--- src/rtl/fb_swap_pkg.sv ---
// Shared types and CSR map for the frame-buffer swap scheduler.
package fb_swap_pkg;

    typedef enum logic [1:0] {
        IDLE = 2'd0,
        WAIT = 2'd1,
        SWAP = 2'd2,
        ACK  = 2'd3
    } state_t;

    localparam logic [2:0] CSR_CTRL     = 3'd0;
    localparam logic [2:0] CSR_STATUS   = 3'd1;
    localparam logic [2:0] CSR_BUF0     = 3'd2;
    localparam logic [2:0] CSR_BUF1     = 3'd3;
    localparam logic [2:0] CSR_SWAP     = 3'd4;
    localparam logic [2:0] CSR_VS_CNT   = 3'd5;
    localparam logic [2:0] CSR_SWAP_CNT = 3'd6;

    localparam int CTRL_ENABLE = 0;
    localparam int CTRL_IRQ_EN = 1;
    localparam int CTRL_AUTO   = 2;

    localparam int STAT_PENDING = 0;
    localparam int STAT_FRONT   = 1;
    localparam int STAT_IRQ     = 2;

endpackage

--- src/rtl/vs_edge_sync.sv ---
// Brings the raw VSYNC pin into clk and emits a one-cycle pulse on its sync-start edge.
module vs_edge_sync #(
    parameter bit VS_ACT_LOW = 1'b1
) (
    input  logic clk,
    input  logic reset_n,
    input  logic vga_vs,
    output logic vs_start
);

    // Flops reset to the inactive level so leaving reset never looks like a sync edge.
    localparam logic IDLE_LVL = VS_ACT_LOW ? 1'b1 : 1'b0;

    logic meta;
    logic sync;
    logic sync_d;

    always_ff @(posedge clk or negedge reset_n) begin
        if (!reset_n) begin
            meta     <= IDLE_LVL;
            sync     <= IDLE_LVL;
            sync_d   <= IDLE_LVL;
            vs_start <= 1'b0;
        end else begin
            meta     <= vga_vs;
            sync     <= meta;
            sync_d   <= sync;
            vs_start <= (sync != sync_d) && (sync != IDLE_LVL);
        end
    end

endmodule

--- src/rtl/fb_swap_scheduler.sv ---
// Double-buffer scheduler: owns front/back frame pointers and swaps them only at vertical-sync start.
//
// state | meaning
// IDLE  | no swap outstanding
// WAIT  | swap requested, waiting for the next vs_start
// SWAP  | flip front index, bump swap counter
// ACK   | pulse render_ack, raise irq_flag
module fb_swap_scheduler
    import fb_swap_pkg::*;
#(
    parameter logic [31:0] BUF0_RST   = 32'h0000_0000,
    parameter logic [31:0] BUF1_RST   = 32'h0009_6000,
    parameter bit          VS_ACT_LOW = 1'b1
) (
    input  logic        clk,
    input  logic        reset_n,
    input  logic [2:0]  avs_address,
    input  logic        avs_read,
    input  logic        avs_write,
    input  logic [31:0] avs_writedata,
    output logic [31:0] avs_readdata,
    input  logic        vga_vs,
    input  logic        render_done,
    output logic        render_ack,
    output logic [31:0] frame_buffer_ptr,
    output logic [31:0] back_buffer_ptr,
    output logic        irq
);

    state_t      state;
    state_t      state_nxt;
    logic [2:0]  ctrl;
    logic [31:0] buf0;
    logic [31:0] buf1;
    logic [31:0] act0;
    logic [31:0] act1;
    logic        front;
    logic        front_nxt;
    logic        irq_flag;
    logic [31:0] vs_cnt;
    logic [31:0] swap_cnt;
    logic        vs_start;
    logic        pending;
    logic        wr_swap;
    logic        req;
    logic [31:0] rd_data;

    vs_edge_sync #(.VS_ACT_LOW(VS_ACT_LOW)) u_vs_sync (
        .clk      (clk),
        .reset_n  (reset_n),
        .vga_vs   (vga_vs),
        .vs_start (vs_start)
    );

    assign wr_swap   = avs_write && (avs_address == CSR_SWAP);
    assign req       = ctrl[CTRL_ENABLE] && (wr_swap || (render_done && ctrl[CTRL_AUTO]));
    assign pending   = (state == WAIT) || (state == SWAP);
    assign front_nxt = front ^ (state == SWAP);
    assign irq       = irq_flag & ctrl[CTRL_IRQ_EN];

    always_ff @(posedge clk or negedge reset_n) begin
        if (!reset_n) begin
            state <= IDLE;
        end else begin
            state <= state_nxt;
        end
    end

    always_comb begin
        state_nxt  = state;
        render_ack = 1'b0;
        case (state)
            IDLE: if (req) state_nxt = WAIT;
            WAIT: begin
                if (!ctrl[CTRL_ENABLE]) begin
                    state_nxt = IDLE;
                end else if (vs_start) begin
                    state_nxt = SWAP;
                end
            end
            SWAP: state_nxt = ACK;
            ACK: begin
                render_ack = 1'b1;
                state_nxt  = IDLE;
            end
            default: state_nxt = IDLE;
        endcase
    end

    always_comb begin
        rd_data = '0;
        case (avs_address)
            CSR_CTRL:     rd_data = {29'd0, ctrl};
            CSR_STATUS:   rd_data = {29'd0, irq_flag, front, pending};
            CSR_BUF0:     rd_data = buf0;
            CSR_BUF1:     rd_data = buf1;
            CSR_VS_CNT:   rd_data = vs_cnt;
            CSR_SWAP_CNT: rd_data = swap_cnt;
            default:      rd_data = '0;
        endcase
    end

    always_ff @(posedge clk or negedge reset_n) begin
        if (!reset_n) begin
            ctrl         <= '0;
            buf0         <= BUF0_RST;
            buf1         <= BUF1_RST;
            irq_flag     <= 1'b0;
            avs_readdata <= '0;
        end else begin
            avs_readdata <= avs_read ? rd_data : 32'd0;
            if (avs_write) begin
                case (avs_address)
                    CSR_CTRL: ctrl <= avs_writedata[2:0];
                    CSR_BUF0: buf0 <= avs_writedata;
                    CSR_BUF1: buf1 <= avs_writedata;
                    default: ;
                endcase
            end
            // Setting in ACK takes priority over a same-cycle write-1-to-clear.
            if (state == ACK) begin
                irq_flag <= 1'b1;
            end else if (avs_write && (avs_address == CSR_STATUS) && avs_writedata[STAT_IRQ]) begin
                irq_flag <= 1'b0;
            end
        end
    end

    // BUF0/BUF1 are staged into act0/act1 only at sync start so scan-out never tears.
    always_ff @(posedge clk or negedge reset_n) begin
        if (!reset_n) begin
            act0             <= BUF0_RST;
            act1             <= BUF1_RST;
            front            <= 1'b0;
            vs_cnt           <= '0;
            swap_cnt         <= '0;
            frame_buffer_ptr <= BUF0_RST;
            back_buffer_ptr  <= BUF1_RST;
        end else begin
            if (vs_start) begin
                act0   <= buf0;
                act1   <= buf1;
                vs_cnt <= vs_cnt + 32'd1;
            end
            if (state == SWAP) begin
                swap_cnt <= swap_cnt + 32'd1;
            end
            front            <= front_nxt;
            frame_buffer_ptr <= front_nxt ? act1 : act0;
            back_buffer_ptr  <= front_nxt ? act0 : act1;
        end
    end

endmodule

--- config.mk ---
export PLATFORM = sky130hd
export DESIGN_NAME = fb_swap_scheduler
export DESIGN_NICKNAME = d
export VERILOG_FILES = /design/src/rtl/fb_swap_pkg.sv /design/src/rtl/vs_edge_sync.sv /design/src/rtl/fb_swap_scheduler.sv
export SDC_FILE = /design/constraint.sdc
export NUM_CORES = 1
export LEC_CHECK = 0
export CAP_MARGIN = 25
export CORE_ASPECT_RATIO = 1.4
export CORE_MARGIN = 2
export CORE_UTILIZATION = 51
export CTS_BUF_LIST = sky130_fd_sc_hd__clkbuf_16
export CTS_CLUSTER_SIZE = 24
export DETAILED_ROUTE_END_ITERATION = 12
export PLACE_DENSITY = 0.76
export SLEW_MARGIN = 20
export SYNTH_ARGS = -nofsm -noshare
export SYNTH_HDL_FRONTEND = slang
export SYNTH_HIERARCHICAL = 1
export SYNTH_SLANG_ARGS = --single-unit
--- constraint.sdc ---
create_clock -name clk -period 2 [get_ports clk]
set_input_delay 0.5 -clock clk [delete_from_list [all_inputs] [get_ports clk]]
set_output_delay 0.5 -clock clk [all_outputs]
set_load 0.1 [all_outputs]
==> metrics.csv, run 1 <==
stage,metric,value,unit
clock_tree,CTS root buffer,clkbuf_16,
timing,unrepaired setup endpoints after global routing,false,
critical_path,Setup crit start kind,register,
clock_tree,CTS Buf Count,28,
cells_and_area,multi-input combinational cell area,4480,µm²
routing,DRT iter0 DRCs,488,
power,Pwr Total,25.1,mW
routing,via count,7627,
timing,Slew HR,59.2,%
timing,Final min period,1910,ps
global_route,vias in the first global route,7991,
critical_path,Worst Setup Path Type,reg -> out,
placement,Post-DP HPWL,18600,µm
power,Switching Fraction,40.8,%
min_path,hold path startpoint,u_vs_sync/meta$_DFF_PN1_,
clock_tree,clock network latency to the later pin of the worst-skew pair,530,ps
placement,PortBufs,138,
timing,hold_ws,357,ps
min_path,hold path cells,0,
critical_path,CP peak stage delay,420,ps
global_route,largest net degree at the start of global routing,69,
routing,vias per std cell,5.64,
critical_path,Crit path max-delay family,flip-flops,
floorplanning,die width,135,µm
clock_tree,clock buffer depth,3,
timing,fin. max-slew vios,0,
timing,clk_skew,8.57,ps
power,LEAKAGE,6.86,nW
cells_and_area,register area,7500,µm²
placement,GP Congestion,0.862,
yosys,Post-Syn Area,12200,µm²
cells_and_area,share of layout cells above drive strength 1,38.9,%
critical_path,capture point of the worst reg-to-reg path,swap_cnt[22]$_DFFE_PN0P_,
critical_path,Reg-to-Reg Start,state[0]$_DFFE_PN0P_,
cells_and_area,most frequent cells in the layout,"283 x dfrtp_1, 195 x mux2_2, 90 x buf_12",
global_route,initial antenna violation count,1,
global_route,GRT Residual Overflow,0,
cells_and_area,Final nets,1073,
critical_path,path depth of the worst reg2reg path,7,
min_path,WHS Endpoint,u_vs_sync/sync$_DFF_PN1_,
timing,period utilization,95.7,%
floorplanning,die area,25200,µm²
power,VDD IR max,1.16,mV
clock_tree,H-tree depth,1,
cells_and_area,Final Non-Filler Cells,1353,
yosys,Avg Inst Size Synth,14.1,µm²
floorplanning,area of the core,23400,µm²
clock_tree,CTS tree,yes,
power,clock power share,20.9,%
yosys,"flops & latches, synth",299,
critical_path,worst reg-to-reg setup slack,110,ps
critical_path,crit path buf inv count,1,
critical_path,Worst path slowest cell,dfrtp_1,
power,combinational power share,43.6,%
clock_tree,Worst-path clk slew,60,ps
routing,WL/cell,19.9,µm
clock_tree,Sink Count,299,
placement,Post-DP Area,15000,µm²
critical_path,Worst EP required,1500,ps
critical_path,CP arrival,1410,ps
global_route,first-pass GRT wire length,43600,µm
run_status,status,completed,
global_route,gr usage total,21.9,%
yosys,"Seq/Total Area, Yosys",61.6,%
min_path,hold crit path type,reg -> reg,
clock_tree,postcts setup bufs,0,
critical_path,Crit. End Element,primary output,
cells_and_area,fill count,1576,
power,Int Pwr,14.9,mW
floorplanning,initial core utilization,52.1,%
timing,Worst-Margin Slew,612,ps
critical_path,"Critical Path, Cell by Cell",ha_2 > buf_12,
floorplanning,# rows,66,
cells_and_area,fin area,15900,µm²
critical_path,Critical Path Stages,2,
placement,Cell Count Post-Placement,1300,
power,Psw,10.3,mW
yosys,Cell variety after synth,47,
floorplanning,# IOs,139,
yosys,Syn Nets,911,
routing,drt first pass iters,6,
timing,Setup TNS Final,0,ps
critical_path,worst-path fanout max,4,
cells_and_area,"most common cell after layout, fill and taps aside",dfrtp_1,
floorplanning,Die Ht,187,µm
routing,drt drc,0,
power,PD cells,1580,nW/µm²
timing,final setup vio count,0,
job,Max Cap Violations,0,
routing,Routed WL,26900,µm
timing,"Hold Vio Cnt, Final",0,
yosys,Post-Syn Instances,863,
power,sequential share of power,35.5,%
routing,antenna-violating nets left,0,
cells_and_area,area grow syn2layout,30.3,%
timing,Max Clk Rate,522,MHz
yosys,synth warn,6,
[worst max-delay path by stage]
stage	from	end
finish	register	render_ack
global route	state[0]$_DFFE_PN0P_	swap_cnt[22]$_DFFE_PN0P_
CTS	register	render_ack
detailed placement	avs_address[1]	buf0[8]$_DFFE_PN0P_
global placement	avs_address[1]	buf0[9]$_DFFE_PN0P_
floorplan	state[0]$_DFFE_PN0P_	back_buffer_ptr[0]$_DFF_PN0_
[layer usage]
metal,GRT usage (%),vias up,wire length [µm]
met4,6.19,0,756
met3,2.95,49,1320
met5,0,-,0
met1,28.4,3913,10600
li1,-,3434,-
met2,38.4,231,14200
[synthesized netlist by cell type, drive strengths merged]
cell / number / area [µm²]
and4: 6 / 52.6
clkbuf: 18 / 68.8
xnor2: 56 / 490
a221o: 1 / 10.0
a22oi: 59 / 443
and3b: 2 / 17.5
nor4: 3 / 63.8
nor2b: 5 / 41.3
a221oi: 1 / 8.76
nand3: 26 / 130
dfstp: 15 / 394
mux2: 197 / 2220
xor2: 7 / 61.3
o2bb2ai: 1 / 8.76
ha: 7 / 87.6
nand4b: 3 / 26.3
nor2: 16 / 65.1
buf: 28 / 143
a21oi: 33 / 165
nor3: 3 / 15.0
nand2: 23 / 86.3
a311oi: 1 / 8.76
inv: 8 / 30.0
and3: 16 / 100
and2: 7 / 43.8
dfrtp: 284 / 7110
mux4: 1 / 22.5
nand4: 24 / 171
a211oi: 1 / 7.51
a21o: 1 / 7.51
nor4bb: 1 / 10.0
or4b: 1 / 13.8
a2bb2oi: 1 / 8.76
or4: 1 / 11.3
mux2i: 2 / 20.0
o22a: 1 / 8.76
o21ai: 2 / 10.0
o31ai: 1 / 7.51
[repair_timing]
| item | 4_1_cts | 5_1_grt |
|---|---|---|
| setup endpoints to repair | 0 | 1 |
| resized for setup | 0 | 1 |
| hold buffers | 1 | 0 |
| endpoints found under the hold margin | 22 | 0 |
[kinds of logic (layout without fill, tap and decap cells)]
group           after synthesis  in the layout  share of synthesized area, %
other cells                   0              1                             0
compound gates              103            103                          5.70
mux                         200            200                          18.6
simple gates                137            137                          6.96
fa+ha+maj                     7              7                         0.719
flops                       299            299                          61.6
xor+xnor                     63             63                          4.53
buf+inv                      54            237                          1.98
[flip-flops by register name, summed over array words and instances, names as in the netlist, 3 cells and up, named ones only]
| name | count |
|---|---|
| swap_cnt | 32 |
| back_buffer_ptr | 32 |
| vs_cnt | 32 |
| ctrl | 3 |
| act0 | 32 |
| act1 | 32 |
| buf1 | 32 |
| avs_readdata | 32 |
| frame_buffer_ptr | 32 |
| buf0 | 32 |
[worst register-to-register path, cell delays in order, from the launching register on]
cell and delay (ps):
dfrtp_1 410, inv_1 90, ha_1 310, and3_1 240
and3_1 240, buf_4 180, nand4_1 130, xnor2_1 170
[cell type report]
class / count / area share [%]
clock inverters: 22 / 1.15
clock buffers: 29 / 4.57
flip-flops and latches: 299 / 47.2
repair buffers: 178 / 16.2
well taps: 306 / 2.41
diodes: 1 / 0.0158
multi-input cells: 510 / 28.2
inverters: 8 / 0.189
[per-stage QoR]
step | worst slack (ps) | utilization, %
floorplan | 141 | -
global route | 11.8 | 68.0
detailed placement | -182 | 64.0
global placement | -144 | 64.0
finish | 85.2 | 68.0
CTS | 10.1 | 67.9
[power by group through the flow]
stage / combinational, mW / clock, mW / sequential [mW]
after global routing: 11.4 / 5.58 / 9.11
after detailed placement: 11.0 / 0 / 9.02
final: 11.0 / 5.24 / 8.92
after global placement: 10.9 / 0 / 8.97
after CTS: 11.1 / 5.32 / 8.94
after floorplan: 2.58 / 0 / 13.4
Power figures use the tool's default switching activity.
==> run 2, diff against run 1 <==
--- a/config.mk
+++ b/config.mk
@@ -8,11 +8,11 @@
 export CAP_MARGIN = 25
 export CORE_ASPECT_RATIO = 1.4
 export CORE_MARGIN = 2
-export CORE_UTILIZATION = 51
+export CORE_UTILIZATION = 56
 export CTS_BUF_LIST = sky130_fd_sc_hd__clkbuf_16
 export CTS_CLUSTER_SIZE = 24
 export DETAILED_ROUTE_END_ITERATION = 12
-export PLACE_DENSITY = 0.76
+export PLACE_DENSITY = 0.8
 export SLEW_MARGIN = 20
 export SYNTH_ARGS = -nofsm -noshare
 export SYNTH_HDL_FRONTEND = slang
==> constraint.sdc (replaced) <==
create_clock -name clk -period 2.2 [get_ports clk]
set_input_delay 0.55 -clock clk [delete_from_list [all_inputs] [get_ports clk]]
set_output_delay 0.55 -clock clk [all_outputs]
set_load 0.1 [all_outputs]
==> run 2 against run 1 <==
Effect of this change:
- non-clock buffer count fell by 3
- cell area decreased by 5.9%
- die area decreased by 8.7%
- clock power decreased by 8.0%
- highest routed layer unchanged
- global-route usage increased by 1.1 points
==> metrics.csv, run 2 (synthesized netlist as in run 1, its figures left out) <==
stage,metric,value,unit
routing,WL/cell,19.7,µm
timing,period utilization,90.6,%
clock_tree,clock network latency to the later pin of the worst-skew pair,530,ps
cells_and_area,diode count,0,
timing,"Hold Vio Cnt, Final",0,
critical_path,Worst EP required,2620,ps
cells_and_area,fill count,1437,
global_route,vias in the first global route,7954,
critical_path,Crit. End Element,register,
global_route,initial antenna violation count,0,
critical_path,Worst Setup Path Type,reg -> reg,
timing,final setup vio count,0,
critical_path,Crit path max-delay family,simple AND/OR/NAND/NOR gates,
routing,vias per std cell,5.79,
clock_tree,CTS root buffer,clkbuf_16,
critical_path,worst-path fanout max,5,
clock_tree,clock buffer depth,3,
cells_and_area,most frequent cells in the layout,"283 x dfrtp_1, 195 x mux2_2, 113 x buf_4",
routing,drt drc,0,
cells_and_area,share of layout cells above drive strength 1,39.2,%
routing,Routed WL,25700,µm
run_status,status,completed,
global_route,largest net degree at the start of global routing,82,
critical_path,Worst path slowest cell,dfrtp_1,
placement,Post-DP HPWL,17500,µm
timing,Setup TNS Final,0,ps
clock_tree,H-tree depth,1,
cells_and_area,fin area,14900,µm²
timing,Worst-Margin Slew,615,ps
routing,DRT iter0 DRCs,453,
timing,Max Clk Rate,502,MHz
global_route,first-pass GRT wire length,41700,µm
cells_and_area,"most common cell after layout, fill and taps aside",dfrtp_1,
global_route,gr usage total,23.0,%
timing,Final min period,1990,ps
timing,unrepaired setup endpoints after global routing,false,
clock_tree,CTS Buf Count,28,
placement,GP Congestion,0.824,
critical_path,crit path buf inv count,2,
power,VDD IR max,0.917,mV
min_path,hold crit path type,reg -> reg,
routing,antenna-violating nets left,0,
routing,via count,7547,
job,Max Cap Violations,0,
floorplanning,# IOs,139,
cells_and_area,area grow syn2layout,22.7,%
timing,clk_skew,11.3,ps
critical_path,CP arrival,2410,ps
clock_tree,Worst-path clk slew,70,ps
power,LEAKAGE,6.61,nW
clock_tree,CTS tree,yes,
floorplanning,area of the core,21300,µm²
clock_tree,Sink Count,299,
floorplanning,die area,23000,µm²
placement,PortBufs,138,
floorplanning,die width,129,µm
floorplanning,# rows,63,
floorplanning,Die Ht,179,µm
routing,drt first pass iters,5,
timing,fin. max-slew vios,0,
critical_path,Setup crit start kind,register,
power,Pwr Total,21.5,mW
clock_tree,"Gates resized, CTS repair",0,
power,PD cells,1440,nW/µm²
critical_path,"Critical Path, Cell by Cell",inv_1 > ha_1 > and3_1 > and4_1 > buf_4 > nand4b_1 > xnor2_1,
global_route,GRT Residual Overflow,0,
timing,Slew HR,58.7,%
cells_and_area,Final nets,1070,
critical_path,CP peak stage delay,420,ps
placement,Post-DP Area,14000,µm²
floorplanning,initial core utilization,57.3,%
clock_tree,postcts setup bufs,0,
## run 2: cell count changes in the layout (fill, tap and decap cells not counted), sizes merged
cell | previous run | this run
buf | 138 | 135
clkinv | 12 | 16
clkinvlp | 3 | 1
diode | 1 | 0
inv | 12 | 11
## run 2: final cells by class
cell class / instances / area [µm²] / area share, %
sequential: 299 / 7500 / 50.2
multi-input combinational: 510 / 4480 / 30.0
timing repair buffer: 175 / 1680 / 11.3
clock buffer: 29 / 726 / 4.85
tap: 260 / 325 / 2.18
clock inverter: 23 / 200 / 1.34
inverter: 8 / 30.0 / 0.201
## run 2: worst paths after layout
check	slack, ps	cells past startpoint	start	endpoint
worst max-delay path	210	7	state[0]$_DFFE_PN0P_	swap_cnt[25]$_DFFE_PN0P_
worst min-delay path	350	0	u_vs_sync/meta$_DFF_PN1_	u_vs_sync/sync$_DFF_PN1_
worst max register to register	210	7	state[0]$_DFFE_PN0P_	swap_cnt[25]$_DFFE_PN0P_
worst min register to register	350	0	u_vs_sync/meta$_DFF_PN1_	u_vs_sync/sync$_DFF_PN1_
max in group asynchronous	950	3	reset_n	back_buffer_ptr[11]$_DFF_PN0_
min in group asynchronous	510	2	reset_n	swap_cnt[26]$_DFFE_PN0P_
## run 2: stage by stage
step                std cells  hold slack [ps]  setup WS, ps  utilization (%)
CTS                      1304              350           212             70.2
finish                   1304              347           207             70.2
global route             1304              355           112             70.2
floorplan                 863              254           341                -
detailed placement       1251              348         -90.6             65.8
global placement         1251              347         -57.2             65.8
## run 2: what timing repair did
item	CTS	global route
endpoints found under the setup margin	0	0
endpoints found under the hold margin	36	0
hold buffers	1	0
## run 2: power breakdown
group / internal, mW / switching, mW / total (mW)
combinational: 2.70 / 6.11 / 8.81
sequential: 6.95 / 0.885 / 7.84
clock: 2.75 / 2.07 / 4.82
total: 12.4 / 9.06 / 21.5
## run 2: metal layers
metal,global-route usage [%],routed length [µm],vias to the layer above
met2,41.4,13800,188
met1,29.6,10500,3897
met4,5.66,503,0
li1,-,-,3424
met3,2.85,1010,38
met5,0,0,-
